<file path="src/rtl/pc_fetch_if.sv">
// -----------------------------------------------------------------------------
// pc_fetch_if
// Purpose : bundles the fetch-side signals of pc_fetch_unit: the instruction
//           memory request handshake, the decode stall, the execute redirect
//           bus and the kill/misalign reporting back to the pipeline.
// Modports:
//   master - the fetch unit: drives fetch_valid, pc_out, pc_plus4,
//            fetch_kill, misalign and bad_addr; samples everything else.
//   slave  - the surrounding core / imem: the mirror image of master.
// Signals : stall, fetch_ready, fetch_valid, pc_out[WIDTH], pc_plus4[WIDTH],
//           redirect_valid, redirect_mode[2], ex_pc[WIDTH], rs1[WIDTH],
//           imm[WIDTH], fetch_kill, misalign, bad_addr[WIDTH].
// -----------------------------------------------------------------------------
interface pc_fetch_if #(
  parameter int WIDTH = 32
);
  logic             stall;
  logic             fetch_ready;
  logic             fetch_valid;
  logic [WIDTH-1:0] pc_out;
  logic [WIDTH-1:0] pc_plus4;
  logic             redirect_valid;
  logic [1:0]       redirect_mode;
  logic [WIDTH-1:0] ex_pc;
  logic [WIDTH-1:0] rs1;
  logic [WIDTH-1:0] imm;
  logic             fetch_kill;
  logic             misalign;
  logic [WIDTH-1:0] bad_addr;

  modport master (
    input  stall, fetch_ready, redirect_valid, redirect_mode, ex_pc, rs1, imm,
    output fetch_valid, pc_out, pc_plus4, fetch_kill, misalign, bad_addr
  );

  modport slave (
    output stall, fetch_ready, redirect_valid, redirect_mode, ex_pc, rs1, imm,
    input  fetch_valid, pc_out, pc_plus4, fetch_kill, misalign, bad_addr
  );
endinterface

</file>
<file path="src/rtl/pc_fetch_unit.sv">
// -----------------------------------------------------------------------------
// pc_fetch_unit
// Purpose : holds the fetch PC of the pipelined core and issues fetch requests
//           to instruction memory with a valid/ready handshake. Honours decode
//           stalls, takes redirects from execute (branch, JALR, trap, return),
//           traps misaligned redirect targets to TRAP_VECTOR and records the
//           faulting address.
// Ports   :
//   clk  - core clock, rising edge
//   rst  - asynchronous reset, active-low
//   bus  - pc_fetch_if.master (handshake, redirect bus, kill/misalign report)
//   perf_fetches[31:0], perf_redirects[31:0] - only with PC_PERF_EN
// Options : define PC_PERF_EN to add the fetch/redirect performance counters.
// -----------------------------------------------------------------------------
module pc_fetch_unit #(
  parameter int               WIDTH        = 32,
  parameter logic [WIDTH-1:0] RESET_VECTOR = WIDTH'(32'h0000_0000),
  parameter logic [WIDTH-1:0] TRAP_VECTOR  = WIDTH'(32'h0000_0100),
  parameter int               INC          = 4
) (
  input  logic        clk,
  input  logic        rst,
`ifdef PC_PERF_EN
  output logic [31:0] perf_fetches,
  output logic [31:0] perf_redirects,
`endif
  pc_fetch_if.master  bus
);

  typedef enum logic {
    BOOT = 1'b0,
    RUN  = 1'b1
  } state_e;

  localparam logic [WIDTH-1:0] INC_W    = WIDTH'(INC);
  localparam logic [WIDTH-1:0] CLR_BIT0 = {{(WIDTH-1){1'b1}}, 1'b0};

  state_e           state_q, state_d;
  logic [WIDTH-1:0] pc_q, pc_d;
  logic             kill_q, kill_d;
  logic             misalign_q, misalign_d;
  logic [WIDTH-1:0] bad_addr_q, bad_addr_d;

  logic [WIDTH-1:0] target;
  logic             target_misaligned;
  logic             fetch_vld;
  logic             fetch_fire;

  // Redirect target; all sums are WIDTH bits with the carry dropped.
  always_comb begin
    target = rs1_sel();
    case (bus.redirect_mode)
      2'd0:    target = bus.ex_pc + bus.imm;
      2'd1:    target = (bus.rs1 + bus.imm) & CLR_BIT0;
      2'd2:    target = TRAP_VECTOR;
      default: target = bus.rs1;
    endcase
  end

  function automatic logic [WIDTH-1:0] rs1_sel();
    return bus.rs1;
  endfunction

  // TRAP_VECTOR is aligned by construction, so checking the low bits is safe
  // for every mode.
  assign target_misaligned = (target[1:0] != 2'b00);

  assign fetch_fire = fetch_vld & bus.fetch_ready;

  // Next-state / output logic. Redirect beats stall beats handshake.
  always_comb begin
    state_d    = state_q;
    pc_d       = pc_q;
    kill_d     = 1'b0;
    misalign_d = 1'b0;
    bad_addr_d = bad_addr_q;
    fetch_vld  = 1'b0;

    case (state_q)
      BOOT:    state_d = RUN;
      RUN:     fetch_vld = ~bus.stall;
      default: state_d = BOOT;
    endcase

    if (bus.redirect_valid) begin
      kill_d = 1'b1;
      if (target_misaligned) begin
        pc_d       = TRAP_VECTOR;
        misalign_d = 1'b1;
        bad_addr_d = target;
      end else begin
        pc_d = target;
      end
    end else if (bus.stall) begin
      pc_d = pc_q;
    end else if (fetch_fire) begin
      pc_d = pc_q + INC_W;
    end
  end

  always_ff @(posedge clk or negedge rst) begin
    if (!rst) begin
      state_q    <= BOOT;
      pc_q       <= RESET_VECTOR;
      kill_q     <= 1'b0;
      misalign_q <= 1'b0;
      bad_addr_q <= '0;
    end else begin
      state_q    <= state_d;
      pc_q       <= pc_d;
      kill_q     <= kill_d;
      misalign_q <= misalign_d;
      bad_addr_q <= bad_addr_d;
    end
  end

  assign bus.fetch_valid = fetch_vld;
  assign bus.pc_out      = pc_q;
  assign bus.pc_plus4    = pc_q + INC_W;
  assign bus.fetch_kill  = kill_q;
  assign bus.misalign    = misalign_q;
  assign bus.bad_addr    = bad_addr_q;

`ifdef PC_PERF_EN
  logic [31:0] perf_fetches_q;
  logic [31:0] perf_redirects_q;

  // Counters wrap naturally at 2^32 and ignore stall.
  always_ff @(posedge clk or negedge rst) begin
    if (!rst) begin
      perf_fetches_q   <= 32'd0;
      perf_redirects_q <= 32'd0;
    end else begin
      if (fetch_fire)         perf_fetches_q   <= perf_fetches_q + 32'd1;
      if (bus.redirect_valid) perf_redirects_q <= perf_redirects_q + 32'd1;
    end
  end

  assign perf_fetches   = perf_fetches_q;
  assign perf_redirects = perf_redirects_q;
`endif

endmodule

</file>
<file path="src/flat_wrapper.sv">
// flat-port wrapper written by rule: the top's interface ports become plain ports
module pc_fetch_unit_flat 
#(
  parameter int               WIDTH        = 32,
  parameter logic [WIDTH-1:0] RESET_VECTOR = WIDTH'(32'h0000_0000),
  parameter logic [WIDTH-1:0] TRAP_VECTOR  = WIDTH'(32'h0000_0100),
  parameter int               INC          = 4
)
  (clk, rst, bus_stall, bus_fetch_ready, bus_redirect_valid, bus_redirect_mode, bus_ex_pc, bus_rs1, bus_imm, bus_fetch_valid, bus_pc_out, bus_pc_plus4, bus_fetch_kill, bus_misalign, bus_bad_addr);
  pc_fetch_if #(.WIDTH(WIDTH)) bus_i ();
  input  logic clk;
  input  logic rst;
  input wire logic [$bits(bus_i.stall)-1:0] bus_stall;
  input wire logic [$bits(bus_i.fetch_ready)-1:0] bus_fetch_ready;
  input wire logic [$bits(bus_i.redirect_valid)-1:0] bus_redirect_valid;
  input wire logic [$bits(bus_i.redirect_mode)-1:0] bus_redirect_mode;
  input wire logic [$bits(bus_i.ex_pc)-1:0] bus_ex_pc;
  input wire logic [$bits(bus_i.rs1)-1:0] bus_rs1;
  input wire logic [$bits(bus_i.imm)-1:0] bus_imm;
  output wire logic [$bits(bus_i.fetch_valid)-1:0] bus_fetch_valid;
  output wire logic [$bits(bus_i.pc_out)-1:0] bus_pc_out;
  output wire logic [$bits(bus_i.pc_plus4)-1:0] bus_pc_plus4;
  output wire logic [$bits(bus_i.fetch_kill)-1:0] bus_fetch_kill;
  output wire logic [$bits(bus_i.misalign)-1:0] bus_misalign;
  output wire logic [$bits(bus_i.bad_addr)-1:0] bus_bad_addr;
  assign bus_i.stall = bus_stall;
  assign bus_i.fetch_ready = bus_fetch_ready;
  assign bus_i.redirect_valid = bus_redirect_valid;
  assign bus_i.redirect_mode = bus_redirect_mode;
  assign bus_i.ex_pc = bus_ex_pc;
  assign bus_i.rs1 = bus_rs1;
  assign bus_i.imm = bus_imm;
  assign bus_fetch_valid = bus_i.fetch_valid;
  assign bus_pc_out = bus_i.pc_out;
  assign bus_pc_plus4 = bus_i.pc_plus4;
  assign bus_fetch_kill = bus_i.fetch_kill;
  assign bus_misalign = bus_i.misalign;
  assign bus_bad_addr = bus_i.bad_addr;
  pc_fetch_unit #(.WIDTH(WIDTH), .RESET_VECTOR(RESET_VECTOR), .TRAP_VECTOR(TRAP_VECTOR), .INC(INC)) u_core (.clk(clk), .rst(rst), .bus(bus_i));
endmodule
</file>
<file path="config.mk">
export PLATFORM = sky130hd
export DESIGN_NAME = pc_fetch_unit_flat
export DESIGN_NICKNAME = d
export VERILOG_FILES = /design/src/rtl/pc_fetch_if.sv /design/src/rtl/pc_fetch_unit.sv /design/src/flat_wrapper.sv
export SDC_FILE = /design/constraint.sdc
export NUM_CORES = 1
export LEC_CHECK = 0
export CAP_MARGIN = 20
export CORE_UTILIZATION = 30
export CTS_BUF_LIST = sky130_fd_sc_hd__clkbuf_8 sky130_fd_sc_hd__clkbuf_16
export DETAILED_ROUTE_END_ITERATION = 8
export DONT_BUFFER_PORTS = 1
export PLACE_DENSITY = 0.54
export SYNTH_ARGS = -nofsm -noshare
export SYNTH_HDL_FRONTEND = slang
export SYNTH_SLANG_ARGS = --single-unit
</file>
<file path="constraint.sdc">
create_clock -name clk -period 5.8 [get_ports clk]
set_input_delay 1.16 -clock clk [delete_from_list [all_inputs] [get_ports clk]]
set_output_delay 1.16 -clock clk [all_outputs]
set_load 0.02 [all_outputs]
</file>
==> results of run 1 <==
worst max-delay path: cells and delay by family, from the launching register on:
| kind | cells | cell delay [ps] |
|---|---|---|
| xor+xnor | 1 | 440 |
| fa+ha+maj | 1 | 330 |
| flops | 1 | 560 |
| simple gates | 6 | 1700 |
stage by stage:
step	hold WS [ps]	total power (uW)	setup WS (ps)	cell area (um2)
3_3_place_gp	630	1520	1670	7760
3_5_place_dp	633	1530	1620	7760
6_report	517	2080	1270	8070
2_1_floorplan	579	1330	2170	7530
5_1_grt	501	2210	1010	8070
4_1_cts	502	2100	1230	8070
worst paths after layout:
kind / startpoint / cells after the start / slack [ps] / to
min in group clk: u_core.bus.bad_addr[0] / 2 / 640 / u_core.bus.bad_addr[0]
worst min register to register: u_core.bus.bad_addr[0] / 2 / 640 / u_core.bus.bad_addr[0]
worst min-delay path: rst / 0 / 520 / u_core.bus.bad_addr[21]
worst max register to register: u_core.bus.pc_out[2] / 10 / 2500 / u_core.bus.pc_out[28]
max in group asynchronous: rst / 0 / 5120 / u_core.bus.bad_addr[5]
worst max-delay path: u_core.bus.pc_out[2] / 8 / 1270 / bus_pc_plus4[30]
kinds of logic after synthesis:
logic type,after synthesis,share of synthesized area
AOI/OAI and AO/OA,334,0.290
xor gates and xnor gates,75,0.0883
adders and majority gates,64,0.108
buffers and inverters,66,0.0374
DFF,67,0.223
muxes,17,0.0238
other,1,0.000498
and+or+nand+nor,356,0.229
flip-flops by register name (all words and copies together) (netlist names):
signal	cells
u_core.bus.bad_addr	32
u_core.bus.fetch_kill	1
u_core.state_q	1
u_core.bus.misalign	1
u_core.bus.pc_out	32
final cells by class:
cell class              count  area share
multi-input cells         847       0.691
flip-flops and latches     67       0.208
well taps                 324      0.0503
clock buffers               9      0.0279
clock inverters             7     0.00946
inverters                  17     0.00791
repair buffers              6     0.00558
layer usage:
| metal | wire length (um) | up-vias | GRT usage |
|---|---|---|---|
| met5 | 13 | - | 0 |
| met4 | 771 | 2 | 0.0688 |
| met3 | 1930 | 42 | 0.0480 |
| met2 | 12900 | 259 | 0.348 |
| met1 | 12300 | 3526 | 0.284 |
| li1 | - | 3568 | - |
cell usage after synthesis (all sizes together) (6+ instances only):
library cell  instances
o21bai                6
and2                  6
nor3                 18
o31ai                10
nor2b                 8
nand4                13
nand2               103
o211ai                9
o21ai                60
nor2                107
a21oi               104
ha                   62
or3                   9
o22a                  7
mux2                  7
buf                  17
xnor2                38
xor2                 37
inv                  17
a22oi                10
mux2i                10
clkbuf               32
and3                 23
o22ai                17
nand3                38
a211oi               10
a221oi                6
a31oi                14
o21a                 16
nand2b               11
dfrtp                67
a21o                 26
power groups by stage:
stage | logic (uW) | registers, uW | clock network [uW]
3_3_place_gp | 723 | 802 | 0
2_1_floorplan | 577 | 750 | 0
5_1_grt | 812 | 807 | 594
4_1_cts | 731 | 795 | 576
3_5_place_dp | 726 | 803 | 0
6_report | 732 | 791 | 557
==> results.py, run 1 <==
metrics = {
    "yosys": {
        "synth.top_cell.area_share": 0.223,
        "synth.ff_latch_count": 67,
        "post_synth_num_cell_types": 79,
        "synth.net_count": 1147,
        "synth_top_area_cell": "sky130_fd_sc_hd__dfrtp_1",
        "syn-instance-count": 980,
        "netlist_top_cells_area": "sky130_fd_sc_hd__dfrtp_1, sky130_fd_sc_hd__ha_1, sky130_fd_sc_hd__a21oi_1",
        "ys.warnings.count": 0,
        "ys_async_sr_fraction": 1.00,
        "avgSynthCellArea_um2": 7.68,
        "synthesis.area_um2": 7530,
        "register_area_share_after_synthesis": 0.223,
        "synth-edff-count": 0,
        "synthFlopType": "sky130_fd_sc_hd__dfrtp_1",
    },
    "floorplanning": {
        "floorplan.rows": 57,
        "floorplan.die_area_um2": 25700,
        "die_width_um": 160,
        "ioPinCount": 202,
        "fp.coreArea_um2": 24500,
        "dieHeight_um": 160,
        "floorplan.initialDensity": 0.308,
    },
    "critical_path": {
        "critical_path_peak_fanout": 7,
        "crit_required_ps": 4640,
        "crit_chain": "ha_1, nand3_1, nor2_1, and4b_1, nor3b_2, and3_1, nand3_1, xnor2_1",
        "path_class": "reg2out",
        "slowest_stage": "sky130_fd_sc_hd__dfrtp_1",
        "cp_data_arrival_time_ps": 3370,
        "timing.critical_path.from_type": "register",
        "timing.critical_path.slowest_cell_delay_ps": 560,
        "end_kind": "output pin",
        "timing.critical_path.mode_cell": "sky130_fd_sc_hd__nand3_1",
    },
    "final_layout": {
        "antenna-diode-count": 0,
        "layout.cells.most_common": "sky130_fd_sc_hd__nor2_1",
        "area_of_combinational_cells_with_multiple_inputs_um2": 5570,
        "layout_common_cells": "sky130_fd_sc_hd__nor2_1, sky130_fd_sc_hd__a21oi_1, sky130_fd_sc_hd__nand2_1",
        "seq_area_um2": 1680,
        "drive_gt1_frac": 0.0588,
        "post-route-util": 0.330,
        "finalNonFillerCells": 1277,
        "nNetsFinal": 1115,
        "syn_to_final_growth_pct": 7.13,
        "fill_cells": 2598,
    },
    "detailed_routing": {
        "wl_um": 28000,
        "detail_route.iter0.violations": 607,
        "routedWlPerCell_um": 21.9,
        "firstDrtPassIters": 5,
        "total_number_of_vias": 7397,
        "drcViolationCount": 0,
        "viasPerCell": 5.79,
        "drtAntennaViolNets": 0,
    },
    "pwr": {
        "share_clk_of_total_power": 0.268,
        "p_switching_uw": 906,
        "leakage_uw": 0.00345,
        "irDropWorstVdd_mv": 0.139,
        "swShare": 0.436,
        "share_seq_of_total_power": 0.380,
        "power.density_nw_per_um2": 258,
        "internal_power_uw": 1170,
        "combPwrFrac": 0.352,
    },
    "min_path": {
        "holdCritPathClass": "in2async",
    },
    "clocking": {
        "cts.repair_timing.setup_buffer_count": 0,
        "clock_latency_reported_for_the_late_side_of_the_worst_skew_pair_ps": 330,
        "clock-sinks": 67,
        "htreeDepth": 3,
        "post_cts.resized_instances": 0,
        "numCtsBuffers": 9,
        "cts.clk_slew.worst_paths_ps": 60,
        "clockBufferDepth": 2,
        "cts_tree": "yes",
        "cts_hold_buffers": 0,
        "clk_root_buffer_cell": "sky130_fd_sc_hd__clkbuf_16",
    },
    "placed_design": {
        "place.port_buffers": 0,
        "post-place-cells": 1261,
        "gp_congestion": 0.944,
        "hpwl_dp_um": 22200,
    },
    "timing": {
        "rsz0062_at_grt": "no",
        "setup_total_negative_slack_ps": 0,
        "final.min_clock_period_ps": 4530,
        "setup_viol": 0,
        "timing_max_transition_violations_final": 0,
        "max_clock_freq_mhz": 221,
        "worst_slew_margin_rel": 0.333,
        "final.setup_skew_ps": 8.13,
        "finalHoldViolations": 0,
        "final_min_period_over_clock_period": 0.781,
        "worst-slew-pin-transition_ps": 998,
    },
    "global_routing": {
        "globalRouteOverflowTotal": 0,
        "grt.total_usage": 0.216,
        "grt_antenna_before_repair": 1,
        "wire_length_of_the_first_global_routing_pass_um": 43000,
        "grt_max_degree": 68,
        "grt_pass1_vias": 7187,
    },
    "outcome": {
        "outcome": "finished clean",
    },
    "job": {
        "cap_violations": 0,
    },
}
No activity file was read; power rests on OpenSTA's default activity.
==> run 2, diff against run 1 <==
- clock period: 5.8 -> 4.7 ns (I/O delays scaled with it)
==> run 2 against run 1 <==
Against the previous run: clock-buffer cell count did not move; critical path type unchanged; wire length down 0.41%; hold slack worse by 220 ps; critical path depth unchanged; first-iteration DRC count fell by 19%; sequential power up 23%; clock power increased by 35%; largest power group unchanged; clock skew up 1.1 ps; sequential cell count unchanged.
==> results.py, run 2 (same netlist as run 1, synthesis figures left out) <==
metrics = {
    "final_layout": {
        "drive_gt1_frac": 0.0607,
        "post-route-util": 0.331,
        "layout_common_cells": "sky130_fd_sc_hd__nor2_1, sky130_fd_sc_hd__a21oi_1, sky130_fd_sc_hd__nand2_1",
        "syn_to_final_growth_pct": 7.66,
        "nNetsFinal": 1117,
        "layout.cells.most_common": "sky130_fd_sc_hd__nor2_1",
        "antenna-diode-count": 0,
    },
    "critical_path": {
        "reg2regPathDepth": 10,
        "end_kind": "output pin",
        "setup.worst_path.start": "u_core.bus.pc_out[2]",
        "crit_chain": "ha_1, nand3_1, nor2_1, and4b_1, nor3b_2, and3_1, nand3_1, xnor2_1",
        "timing.critical_path.slowest_cell_delay_ps": 560,
        "crit_required_ps": 3760,
        "timing.critical_path.from_type": "register",
        "timing.critical_path.mode_cell": "sky130_fd_sc_hd__nand3_1",
        "path_class": "reg2out",
        "rr_endpoint": "u_core.bus.pc_out[28]",
        "critical_path_peak_fanout": 7,
        "cp_data_arrival_time_ps": 3300,
        "reg2reg_from": "u_core.bus.pc_out[2]",
        "worst_reg_to_reg_setup_slack_ps": 1490,
        "slowest_stage": "sky130_fd_sc_hd__dfrtp_1",
    },
    "job": {
        "cap_violations": 0,
    },
    "timing": {
        "max_clock_freq_mhz": 236,
        "final_min_period_over_clock_period": 0.902,
        "worst-slew-pin-transition_ps": 960,
        "final.min_clock_period_ps": 4240,
        "layout_setup_ws_ps": 459,
        "worst_slew_margin_rel": 0.358,
        "timing_max_transition_violations_final": 0,
        "rsz0062_at_grt": "no",
        "setup_total_negative_slack_ps": 0,
        "final.setup_skew_ps": 9.20,
        "finalHoldViolations": 0,
        "setup_viol": 0,
        "final_worst_hold_slack_ps": 294,
    },
    "clocking": {
        "cts_hold_buffers": 0,
        "cts_tree": "yes",
        "clock_latency_reported_for_the_late_side_of_the_worst_skew_pair_ps": 340,
        "htreeDepth": 3,
        "clockBufferDepth": 2,
        "cts.repair_timing.setup_buffer_count": 0,
        "post_cts.resized_instances": 0,
        "numCtsBuffers": 9,
        "clk_root_buffer_cell": "sky130_fd_sc_hd__clkbuf_16",
        "clock-sinks": 67,
        "cts.clk_slew.worst_paths_ps": 60,
    },
    "global_routing": {
        "grt_antenna_before_repair": 1,
        "grt_max_degree": 68,
        "globalRouteOverflowTotal": 0,
        "grt.total_usage": 0.213,
        "wire_length_of_the_first_global_routing_pass_um": 42400,
        "grt_pass1_vias": 7151,
    },
    "pwr": {
        "irDropWorstVdd_mv": 0.163,
        "leakage_uw": 0.00347,
        "power.density_nw_per_um2": 325,
        "p_total_uw": 2630,
    },
    "floorplanning": {
        "floorplan.rows": 57,
        "ioPinCount": 202,
        "floorplan.initialDensity": 0.308,
        "fp.coreArea_um2": 24500,
        "floorplan.die_area_um2": 25700,
        "dieHeight_um": 160,
        "die_width_um": 160,
    },
    "detailed_routing": {
        "firstDrtPassIters": 5,
        "detail_route.iter0.violations": 494,
        "wl_um": 27900,
        "drtAntennaViolNets": 0,
        "total_number_of_vias": 7362,
        "routedWlPerCell_um": 21.8,
        "viasPerCell": 5.76,
        "drcViolationCount": 0,
    },
    "outcome": {
        "outcome": "finished clean",
    },
    "placed_design": {
        "hpwl_dp_um": 22200,
        "place.port_buffers": 0,
        "post-place-ws_ps": 828,
        "gp_congestion": 0.929,
    },
    "min_path": {
        "holdCritPathClass": "in2async",
    },
}
run 2: cell types whose count changed in the layout (fill, tap and decap cells not counted), sizes merged:
cell,before,now
bufinv,1,2
clkinvlp,2,1
buf,6,8
inv,19,18
clkinv,2,3
run 2: worst max path at each step:
stage,to,slack (ps)
5_1_grt,bus_pc_plus4[30],180
4_1_cts,bus_pc_plus4[30],470
2_1_floorplan,bus_pc_plus4[30],1290
3_3_place_gp,bus_pc_plus4[30],850
3_5_place_dp,u_core.bus.pc_out[14],830
6_report,bus_pc_plus4[30],460
run 2: layout make-up:
type / count / area, um2
multi-input combinational: 847 / 5570
clock buffer: 9 / 225
timing repair buffer: 8 / 60.1
sequential: 67 / 1680
clock inverter: 7 / 101
tap: 324 / 405
fill: 2596 / 16400
inverter: 17 / 63.8
run 2: layer usage:
layer | GRT usage | up-vias | wire [um]
met2 | 0.353 | 278 | 13000
met4 | 0.0606 | 2 | 667
met1 | 0.277 | 3483 | 12300
met5 | 0 | - | 13
li1 | - | 3564 | -
met3 | 0.0457 | 35 | 1900
run 2: power breakdown:
group	internal (uW)	switching [uW]	total, uW
Sequential	690	285	975
Clock	469	282	751
Combinational	345	562	907
Total	1500	1130	2630
run 2: stage by stage:
step                      instance area (um2)  instances
after CTS                                8110       1279
after global placement                   7780       1263
after detailed placement                 7780       1263
final                                    8110       1279
after floorplan                          7530        980
after global routing                     8110       1279
run 2: critical path, delay by kind of cell, from the launching register on:
kind,cells,cell delay (ps)
XOR/XNOR,1,450
adder cells (fa/ha/maj),1,320
flip-flops,1,560
AND/OR/NAND/NOR,6,1610
==> run 3, diff against run 2 <==
- SLEW_MARGIN: unset -> 20
- clock period: 4.7 -> 5.2 ns (I/O delays scaled with it)
==> run 3 against run 2 <==
Against the previous run: total power is 13% lower; clock skew shrank 1.6 ps; via count increased by 0.29%; first-iteration DRC count is 4.0% lower.
==> results.py, run 3 (same netlist as run 1, synthesis figures left out) <==
metrics = {
    "pwr": {
        "p_switching_uw": 1030,
        "power.density_nw_per_um2": 284,
        "irDropWorstVdd_mv": 0.161,
        "leakage_uw": 0.00343,
        "p_total_uw": 2290,
        "share_clk_of_total_power": 0.256,
        "swShare": 0.449,
        "share_seq_of_total_power": 0.387,
        "internal_power_uw": 1260,
        "combPwrFrac": 0.358,
    },
    "timing": {
        "worst-slew-pin-transition_ps": 985,
        "rsz0062_at_grt": "no",
        "final_min_period_over_clock_period": 0.844,
        "final.min_clock_period_ps": 4390,
        "timing_max_transition_violations_final": 0,
        "worst_slew_margin_rel": 0.341,
        "max_clock_freq_mhz": 228,
        "setup_viol": 0,
        "final.setup_skew_ps": 7.59,
        "setup_total_negative_slack_ps": 0,
        "finalHoldViolations": 0,
    },
    "floorplanning": {
        "floorplan.rows": 57,
        "ioPinCount": 202,
        "dieHeight_um": 160,
        "fp.coreArea_um2": 24500,
        "floorplan.die_area_um2": 25700,
        "floorplan.initialDensity": 0.308,
        "die_width_um": 160,
    },
    "detailed_routing": {
        "detail_route.iter0.violations": 474,
        "wl_um": 28000,
        "drtAntennaViolNets": 0,
        "firstDrtPassIters": 5,
        "viasPerCell": 5.78,
        "total_number_of_vias": 7383,
        "routedWlPerCell_um": 21.9,
        "drcViolationCount": 0,
    },
    "min_path": {
        "holdCritPathClass": "in2async",
    },
    "final_layout": {
        "layout_common_cells": "sky130_fd_sc_hd__nor2_1, sky130_fd_sc_hd__a21oi_1, sky130_fd_sc_hd__nand2_1",
        "syn_to_final_growth_pct": 6.91,
        "antenna-diode-count": 0,
        "fill_cells": 2622,
        "nNetsFinal": 1116,
        "layout.cells.most_common": "sky130_fd_sc_hd__nor2_1",
        "drive_gt1_frac": 0.0597,
    },
    "critical_path": {
        "cp.depth": 8,
        "crit_buf_inv": 0,
        "worst_reg_to_reg_setup_slack_ps": 1950,
        "cp_data_arrival_time_ps": 3350,
        "slowest_stage": "sky130_fd_sc_hd__dfrtp_1",
        "path_class": "reg2out",
        "crit_chain": "ha_1, nand3_1, nor2_1, and4b_1, nor3b_2, and3_1, nand3_1, xnor2_1",
        "timing.critical_path.slowest_cell_delay_ps": 570,
        "reg2regPathDepth": 10,
        "critical_path_peak_fanout": 7,
        "timing.critical_path.mode_cell": "sky130_fd_sc_hd__nand3_1",
        "reg2reg_from": "u_core.bus.pc_out[2]",
        "rr_endpoint": "u_core.bus.pc_out[28]",
        "path_delay_family": "simple AND/OR/NAND/NOR gates",
        "worstSetupEndpoint": "bus_pc_plus4[30]",
        "crit_required_ps": 4160,
        "timing.critical_path.from_type": "register",
        "end_kind": "output pin",
        "setup.worst_path.start": "u_core.bus.pc_out[2]",
    },
    "clocking": {
        "cts.repair_timing.setup_buffer_count": 0,
        "htreeDepth": 3,
        "cts.clk_slew.worst_paths_ps": 60,
        "cts_hold_buffers": 0,
        "clock_latency_reported_for_the_late_side_of_the_worst_skew_pair_ps": 340,
        "numCtsBuffers": 9,
        "clock-sinks": 67,
        "clockBufferDepth": 2,
        "post_cts.resized_instances": 0,
        "clk_root_buffer_cell": "sky130_fd_sc_hd__clkbuf_16",
        "cts_tree": "yes",
    },
    "global_routing": {
        "globalRouteOverflowTotal": 0,
        "grt.total_usage": 0.214,
        "grt_pass1_vias": 7135,
        "grt_max_degree": 68,
        "grt_antenna_before_repair": 0,
        "wire_length_of_the_first_global_routing_pass_um": 42500,
    },
    "placed_design": {
        "gp_congestion": 0.935,
        "hpwl_dp_um": 22300,
        "place.port_buffers": 0,
    },
    "job": {
        "cap_violations": 0,
    },
    "outcome": {
        "outcome": "finished clean",
    },
}
[run 3: cell type report]
type | count | area, um2 | area share
Multi-Input combinational cell | 847 | 5570 | 0.692
Tap cell | 324 | 405 | 0.0504
Timing Repair Buffer | 7 | 52.6 | 0.00653
Clock inverter | 7 | 52.6 | 0.00653
Inverter | 17 | 63.8 | 0.00793
Sequential cell | 67 | 1680 | 0.208
Clock buffer | 9 | 225 | 0.0280
[run 3: how the worst min path moves through the flow]
| stage | slack [ps] | from | cells past startpoint | end |
|---|---|---|---|---|
| detailed placement | 630 | u_core.bus.bad_addr[0] | 2 | u_core.bus.bad_addr[0] |
| global route | 380 | rst | 0 | u_core.bus.bad_addr[30] |
| global placement | 630 | u_core.bus.bad_addr[0] | 2 | u_core.bus.bad_addr[0] |
| CTS | 380 | rst | 0 | u_core.bus.bad_addr[29] |
| finish | 390 | rst | 0 | u_core.bus.bad_addr[29] |
| floorplan | 580 | u_core.bus.bad_addr[0] | 2 | u_core.bus.bad_addr[0] |
[run 3: power by group through the flow]
stage | Combinational, uW | Sequential [uW] | Clock, uW
5_1_grt | 901 | 900 | 619
3_3_place_gp | 806 | 894 | 0
3_5_place_dp | 811 | 896 | 0
6_report | 817 | 884 | 585
4_1_cts | 815 | 887 | 602
2_1_floorplan | 644 | 837 | 0
[run 3: routing by layer]
layer  GRT usage  wire length (um)  share of wire
met3      0.0501              1980          0.071
met4      0.0667               752          0.027
met2       0.355             13100           0.47
met5           0                 0              0
met1       0.274             12200           0.43
[run 3: per-stage QoR]
| stage | std cells | worst slack, ps | util | hold slack (ps) | cell area (um2) |
|---|---|---|---|---|---|
| 3_5_place_dp | 1262 | 1210 | 0.318 | 632 | 7770 |
| 5_1_grt | 1278 | 519 | 0.329 | 376 | 8050 |
| 2_1_floorplan | 980 | 1690 | - | 579 | 7530 |
| 6_report | 1278 | 809 | 0.329 | 392 | 8050 |
| 3_3_place_gp | 1262 | 1230 | 0.318 | 628 | 7770 |
| 4_1_cts | 1278 | 833 | 0.329 | 380 | 8050 |
[run 3: worst reg2reg max path, delay by kind of cell (launching register included)]
family,cells,cell delay [ps]
xor gates and xnor gates,1,340
AOI/OAI and AO/OA,2,260
adders and majority gates,1,330
DFF,1,570
and+or+nand+nor,6,1680
